$ cat config.mk
export PLATFORM = sky130hd
export DESIGN_NAME = serial_adder
export DESIGN_NICKNAME = d
export VERILOG_FILES = /design/src/rtl/serial_adder.sv
export SDC_FILE = /design/constraint.sdc
export NUM_CORES = 1
export LEC_CHECK = 0
export CORE_ASPECT_RATIO = 2
export CORE_MARGIN = 3
export CORE_UTILIZATION = 45
export DETAILED_ROUTE_END_ITERATION = 16
export GPL_ROUTABILITY_DRIVEN = 0
export GPL_TIMING_DRIVEN = 1
export PLACE_DENSITY = 0.75
export SLEW_MARGIN = 25
export SYNTH_ARGS = -nofsm -noshare
export SYNTH_HDL_FRONTEND = slang
export SYNTH_SLANG_ARGS = --single-unit
$ cat constraint.sdc
create_clock -name clk -period 1.5 [get_ports clk]
set_clock_uncertainty 0.2 [all_clocks]
set_input_delay 0.225 -clock clk [delete_from_list [all_inputs] [get_ports clk]]
set_output_delay 0.225 -clock clk [all_outputs]
set_load 0.02 [all_outputs]
$ cat src/rtl/serial_adder.sv
// rtl/serial_adder.sv - bit-serial WIDTH-bit adder, one full-adder slice reused per clock
// Optional subtract mode: define SERIAL_ADDER_SUB_EN.
module serial_adder #(
  parameter int WIDTH = 8
) (
  input  logic             clk,
  input  logic             rst_n,
  input  logic             start,
  input  logic [WIDTH-1:0] a,
  input  logic [WIDTH-1:0] b,
  input  logic             cin,
`ifdef SERIAL_ADDER_SUB_EN
  input  logic             sub,
`endif
  output logic             busy,
  output logic             done,
  output logic [WIDTH-1:0] sum,
  output logic             cout,
  output logic             ovf
);

  localparam int CW = $clog2(WIDTH + 1);
  localparam logic [CW-1:0] LAST = CW'(WIDTH - 1);

  typedef enum logic [1:0] {IDLE, RUN, DONE} state_t;

  state_t           state, state_nxt;
  logic [WIDTH-1:0] shift_a, shift_b;
  logic             carry;
  logic [CW-1:0]    cnt;
  logic             accept, last, bit_s, bit_c;
  logic [WIDTH-1:0] load_b;
  logic             load_c;

  assign accept = start && (state != RUN);
  assign last   = (state == RUN) && (cnt == LAST);
  assign bit_s  = shift_a[0] ^ shift_b[0] ^ carry;
  assign bit_c  = (shift_a[0] & shift_b[0]) | (shift_a[0] & carry) | (shift_b[0] & carry);

`ifdef SERIAL_ADDER_SUB_EN
  // a - b computed as a + ~b + 1
  assign load_b = sub ? ~b : b;
  assign load_c = sub | cin;
`else
  assign load_b = b;
  assign load_c = cin;
`endif

  always_ff @(posedge clk or negedge rst_n) begin
    if (!rst_n) state <= IDLE;
    else        state <= state_nxt;
  end

  always_comb begin
    state_nxt = state;
    case (state)
      IDLE:    state_nxt = accept ? RUN : IDLE;
      RUN:     state_nxt = last ? DONE : RUN;
      DONE:    state_nxt = accept ? RUN : IDLE;
      default: state_nxt = IDLE;
    endcase
  end

  always_comb begin
    busy = (state == RUN);
    done = (state == DONE);
  end

  // Result bits fill shift_a from the top as operand bits leave the bottom.
  always_ff @(posedge clk or negedge rst_n) begin
    if (!rst_n) begin
      shift_a <= '0;
      shift_b <= '0;
      carry   <= 1'b0;
      cnt     <= '0;
      sum     <= '0;
      cout    <= 1'b0;
      ovf     <= 1'b0;
    end else if (accept) begin
      shift_a <= a;
      shift_b <= load_b;
      carry   <= load_c;
      cnt     <= '0;
    end else if (state == RUN) begin
      shift_a <= {bit_s, shift_a[WIDTH-1:1]};
      shift_b <= {1'b0, shift_b[WIDTH-1:1]};
      carry   <= bit_c;
      cnt     <= cnt + CW'(1);
      if (last) begin
        sum  <= {bit_s, shift_a[WIDTH-1:1]};
        cout <= bit_c;
        ovf  <= bit_c ^ carry;
      end
    end
  end

endmodule

==> reports/results.ini, run 1 <==
[clock_tree]
cts_buffers = 5
cts.path.max_buffers = 2
clk_pin_slew_worst_paths_ns = 0.07
htreeDepth = 2
cts_tree = built
numClockSinks = 33
root_buffer = clkbuf_8
hold_buffers = 0
insertion_delay_ns = 0.29

[drt]
postRouteWirelength_um = 3090
antenna_left = 0
vias_per_cell = 5.30
drtIter0Drc = 15
wl_per_cell_um = 15.5
drtPass1Iterations = 4
drc = 0
dr_total_vias = 1054

[synth]
synth_top_cells_by_area = dfrtp_1, mux2i_1, mux2_2, o21ai_0, nand2_1
syn-instance-count = 124
yosysMostFrequentCell = dfrtp_1
synth_ff_type = dfrtp_1
synth_nets = 146
synth_common_cells = dfrtp_1, nand2_1, o21ai_0
ys_warn_count = 0
synth_area_mm2 = 0.00148
synth_edf_count = 0
synth_top_area_cell = dfrtp_1
synth_cell_type_count = 20
async_flop_share_pct = 100
yosysTopAreaCellShare_pct = 55.9
post_synth.cell_area_avg_um2 = 11.9
seq_area_frac_synth_pct = 55.9
ys_ff_latch = 33

[grt]
antenna_found_initial = 0
grtUsageTotal_pct = 18.6
grt_pass1_vias = 1128
grt_overflow = 0
grt_pass1_wl_um = 5380
grt_max_degree = 39

[setup_path]
slowest_delay_ns = 0.35
cp_slowest_cell = dfrtp_1
cp_max_fo = 6
r2r_setup_slack_ns = -0.13
arrival_ns = 1.60
worst-setup-path-type = flop to flop
r2r-end = sum[6]$_DFFE_PN0P_
r2r-start = cnt[0]$_DFFE_PN0P_
path_cells = ha_2, nand2_2, nor3_4, buf_6, mux2_4
endpoint_kind = flop
start_kind = flop
crit_required_ns = 1.46
worstRegToRegCells = 5

[cells_and_area]
nFillCells = 242
nets = 190
drive_gt1_share_pct = 23.7
fin_area_mm2 = 0.00202
area_delta_synth_final_pct = 37.1
antenna_cells = 0

[placement]
hpwl_um = 2160
place_area_mm2 = 0.00190
portBuffers = 31

[sta]
period_share_pct = 109
relSlewSlack_pct = 85.5
drv_slew = 0
finalSetupViolCount = 10
worstMarginPinSlew_ns = 0.218
final-hold-violation-count = 0
period_needed_ns = 1.63
rsz0062_at_grt = true
max_freq_mhz = 612
setup_ws_ns = -0.134

[pwr]
p_total_uw = 3900
p_leak_uw = 0.000966
power_density_mw_per_mm2 = 1930
ir_drop_mv = 1.36

[status]
status = complete, but fails checks
violations = negative setup slack

[floorplanning]
boundaryPins = 32
die_area_mm2 = 0.00405
start_util_pct = 48.4
die_y_um = 87.0
die_w_um = 46.5
fp-row-count = 28
core-area_mm2 = 0.00305

[flow_run]
maxCapViolCount = 0

[hold_path]
hp-class = input pin to async pin

## worst max-delay path by stage
| stage | startpoint | end | slack, ns |
|---|---|---|---|
| after global placement | state[1]$_DFF_PN0_ | busy | -0.12 |
| after CTS | cnt[0]$_DFFE_PN0P_ | sum[7]$_DFFE_PN0P_ | -0.17 |
| after global routing | cnt[1]$_DFFE_PN0P_ | sum[7]$_DFFE_PN0P_ | -0.18 |
| after floorplan | cnt[0]$_DFFE_PN0P_ | cout$_DFFE_PN0P_ | -0.06 |
| final | cnt[0]$_DFFE_PN0P_ | sum[6]$_DFFE_PN0P_ | -0.13 |
| after detailed placement | state[0]$_DFF_PN0_ | done | -0.13 |
## placed cells by master, fill, tap and decap left out
cell,synthesis,routed
inv_2,0,1
nor3_4,1,1
clkdlybuf4s50_1,0,19
mux2_2,11,1
mux2_4,0,10
o21ai_0,20,20
fa_2,0,1
nor2_1,1,1
nand2b_4,1,1
clkbuf_1,1,1
nand3_1,4,4
inv_1,2,1
nand2_2,0,1
ha_2,0,1
clkbuf_8,0,5
xor2_1,1,1
nor3_1,1,1
buf_4,3,9
nand2_1,20,19
nand3b_1,1,1
clkinv_2,0,2
mux2i_1,18,18
and2b_2,1,1
buf_6,1,4
dfrtp_1,33,33
buf_12,0,2
dlygate4sd2_1,0,10
## through the flow
stage                     TNS (ns)  util, %  setup slack, ns  std cells  hold WS [ns]
after CTS                    -1.57     66.6           -0.171        200         0.106
after global placement       -1.55     62.2           -0.121        188         0.263
after global routing         -1.75     66.4           -0.182        199         0.121
after floorplan             -0.509        -          -0.0565        124        -0.271
after detailed placement     -2.15     62.2           -0.125        188         0.283
final                        -1.19     66.4           -0.134        199        0.0924
## flip-flops by register name, summed over array words and instances (netlist names)
signal	count
carry	1
cnt	4
shift_a	8
cout	1
shift_b	8
sum	8
state	2
ovf	1
## worst max-delay path: cells and delay by family (launching register included)
kind	cells	cell delay, ns
flip-flops	1	0.35
multiplexers	1	0.31
AND/OR/NAND/NOR	2	0.28
adder cells (fa/ha/maj)	1	0.19
buffers and inverters	1	0.19
## power breakdown
group          switching (µW)  internal [µW]  total, µW  leakage, µW
Combinational             818            859       1680     0.000513
Sequential                289           1300       1580     0.000408
Clock                     317            321        638    0.0000450
## final cells by class
cell class	instances	area, µm²	area share [%]
Sequential cell	33	826	40.8
Multi-Input combinational cell	82	641	31.6
Timing Repair Buffer	44	430	21.3
Clock buffer	6	72.6	3.58
Tap cell	30	37.5	1.85
Clock inverter	2	10.0	0.494
Inverter	2	7.51	0.371
## timing repair
item                       in CTS  in global routing
hold endpoints to repair        0                  0
pin swaps                       0                  2
gates resized for setup        22                 14
setup buffers                   3                  1
gates cloned                    1                  0
setup endpoints to repair      22                 24
## cell families after synthesis
kind of cell | after synthesis | synth area share, %
AO/OA/AOI/OAI | 20 | 6.78
XOR/XNOR | 1 | 0.593
adder cells (fa/ha/maj) | 2 | 2.20
buffers and inverters | 9 | 3.73
flip-flops | 33 | 55.9
multiplexers | 29 | 20.6
AND/OR/NAND/NOR | 30 | 10.2
## per-layer routing
layer | track usage (%) | routed length [µm]
met1 | 23.6 | 1250
met2 | 30.2 | 1630
met3 | 4.55 | 125
met4 | 6.22 | 80
met5 | 0 | 0
Power figures use the tool's default switching activity.
==> inputs of run 2 (changes only) <==
GPL_TIMING_DRIVEN = 0   (was 1)
==> run 2 against run 1 <==
Effect of this change:
- the run still ends with negative setup slack left
- die area stayed put
- setup slack worse by 0.0059 ns
- routed wire length is 4.1% higher
- utilization is 0.21 points higher
- design area is 0.31% higher
- first-iteration DRC count is 73% higher
- clock-buffer cell count stayed put
- via count is 3.6% higher
- clock power is 2% lower
- register-to-register slack hardly changed
- critical endpoint is now cout$_DFFE_PN0P_
- largest cell class unchanged
- highest routed layer unchanged
==> reports/results.ini, run 2 (synthesized netlist as in run 1, its figures left out) <==
[sta]
relSlewSlack_pct = 84.2
period_needed_ns = 1.64
rsz0062_at_grt = true
period_share_pct = 109
setup_ws_ns = -0.140
max_freq_mhz = 610
final-hold-violation-count = 0
finalSetupViolCount = 11
worstMarginPinSlew_ns = 0.236
drv_slew = 0
fin_tns_setup_ns = -1.26

[pwr]
p_leak_uw = 0.000975
swShare_pct = 36.9
power_density_mw_per_mm2 = 1950
clockPowerShare_pct = 15.9
intPower_uw = 2500
ir_drop_mv = 1.36
p_total_uw = 3960
combPwrFrac_pct = 43.9
pwr-share-seq_pct = 40.3
p_sw_uw = 1460

[drt]
wl_per_cell_um = 16.0
dr_total_vias = 1092
drc = 0
drtIter0Drc = 26
vias_per_cell = 5.41
drtPass1Iterations = 4
postRouteWirelength_um = 3220
antenna_left = 0

[cells_and_area]
nets = 193
area_delta_synth_final_pct = 37.5
most-common-layout-cells = dfrtp_1, o21ai_0, nand2_1
layout_commonest_cell = dfrtp_1
drive_gt1_share_pct = 25.6
postLayoutCoreUtil_pct = 66.6
fin_area_mm2 = 0.00203
antenna_cells = 0
reg_top3 = shift_a (8), shift_b (8), sum (8)

[grt]
antenna_found_initial = 0
grtUsageTotal_pct = 18.2
grt_overflow = 0
grt_max_degree = 27
grt_pass1_vias = 1144
grt_pass1_wl_um = 5180

[setup_path]
path_cells = ha_2, nand2_2, nor3_4, buf_6, mux2_4
cp_slowest_cell = dfrtp_1
path_buf_inv = 1
slowest_delay_ns = 0.36
worst-setup-path-type = flop to flop
crit_required_ns = 1.46
start_kind = flop
endpoint_kind = flop
cp_max_fo = 5
arrival_ns = 1.60
path_delay_family = flip-flops

[placement]
hpwl_um = 2200
pre_cts_slack_ns = -0.566
portBuffers = 30
place_area_mm2 = 0.00184

[clock_tree]
htreeDepth = 2
cts.path.max_buffers = 2
cts_tree = built
insertion_delay_ns = 0.28
clk_pin_slew_worst_paths_ns = 0.06
cts_buffers = 5
root_buffer = clkbuf_8
numClockSinks = 33

[floorplanning]
die_w_um = 46.5
die_y_um = 87.0
core-area_mm2 = 0.00305
boundaryPins = 32
fp-row-count = 28
start_util_pct = 48.4
die_area_mm2 = 0.00405

[status]
status = complete, but fails checks
violations = negative setup slack

[hold_path]
hp-class = input pin to async pin

[flow_run]
maxCapViolCount = 0

==> run 2: cell count changes in the layout (fill, tap and decap cells not counted), sizes merged <==
cell	previous run	this run
clkdlybuf4s50	19	17
dlygate4sd3	0	1
clkbuf	6	7
buf	15	18
==> run 2: power by group through the flow <==
stage	Combinational, µW	Sequential [µW]	Clock [µW]
2_1_floorplan	812	1690	0
4_1_cts	1620	1590	643
6_report	1730	1590	628
5_1_grt	1890	1640	690
3_5_place_dp	1530	1600	0
3_3_place_gp	1480	1580	0
==> run 2: final timing paths <==
path / startpoint / to / slack (ns) / cells after the start
worst max-delay path: cnt[1]$_DFFE_PN0P_ / cout$_DFFE_PN0P_ / -0.14 / 5
worst min-delay path: rst_n / sum[7]$_DFFE_PN0P_ / 0.13 / 2
worst max register to register: cnt[1]$_DFFE_PN0P_ / cout$_DFFE_PN0P_ / -0.14 / 5
worst min register to register: shift_b[7]$_DFFE_PN0P_ / shift_b[6]$_DFFE_PN0P_ / 0.28 / 2
max in group asynchronous: rst_n / shift_b[0]$_DFFE_PN0P_ / 0.57 / 3
min in group clk: start / shift_b[1]$_DFFE_PN0P_ / 0.18 / 3
==> run 2: routing by layer <==
metal	routed length [µm]	GRT usage, %	share of wire (%)	up-vias
li1	-	-	-	520
met1	1300	21.0	40	527
met2	1690	28.4	52	34
met3	123	5.18	3.8	11
met4	115	11.1	3.6	0
met5	0	0	0	-
==> run 2: timing repair <==
item	in CTS	in global routing
hold buffers	1	0
setup buffers	5	3
resized for setup	32	8
gates cloned	1	0
pin swaps	2	2
hold endpoints to repair	33	0
setup endpoints to repair	22	22
==> run 2: area by class of cell <==
cell class                 count  area, µm²
timing repair buffer          41        387
buffer                         6       47.5
clock buffer                   6       72.6
fill                         246       1020
multi-input combinational     82        641
tap                           30       37.5
inverter                       2       10.0
clock inverter                 2       10.0
sequential                    33        826
==> run 2: metrics by stage <==
| stage | hold WS, ns | cells |
|---|---|---|
| after CTS | 0.114 | 199 |
| after global routing | 0.131 | 202 |
| final | 0.128 | 202 |
| after detailed placement | -0.112 | 185 |
| after floorplan | -0.271 | 124 |
| after global placement | 0.263 | 184 |
==> inputs of run 3 (changes only) <==
CTS_CLUSTER_SIZE = 30   (was not set)
==> results of run 3 <==
The final DEF is identical to that of run 2; final timing and power are the same.
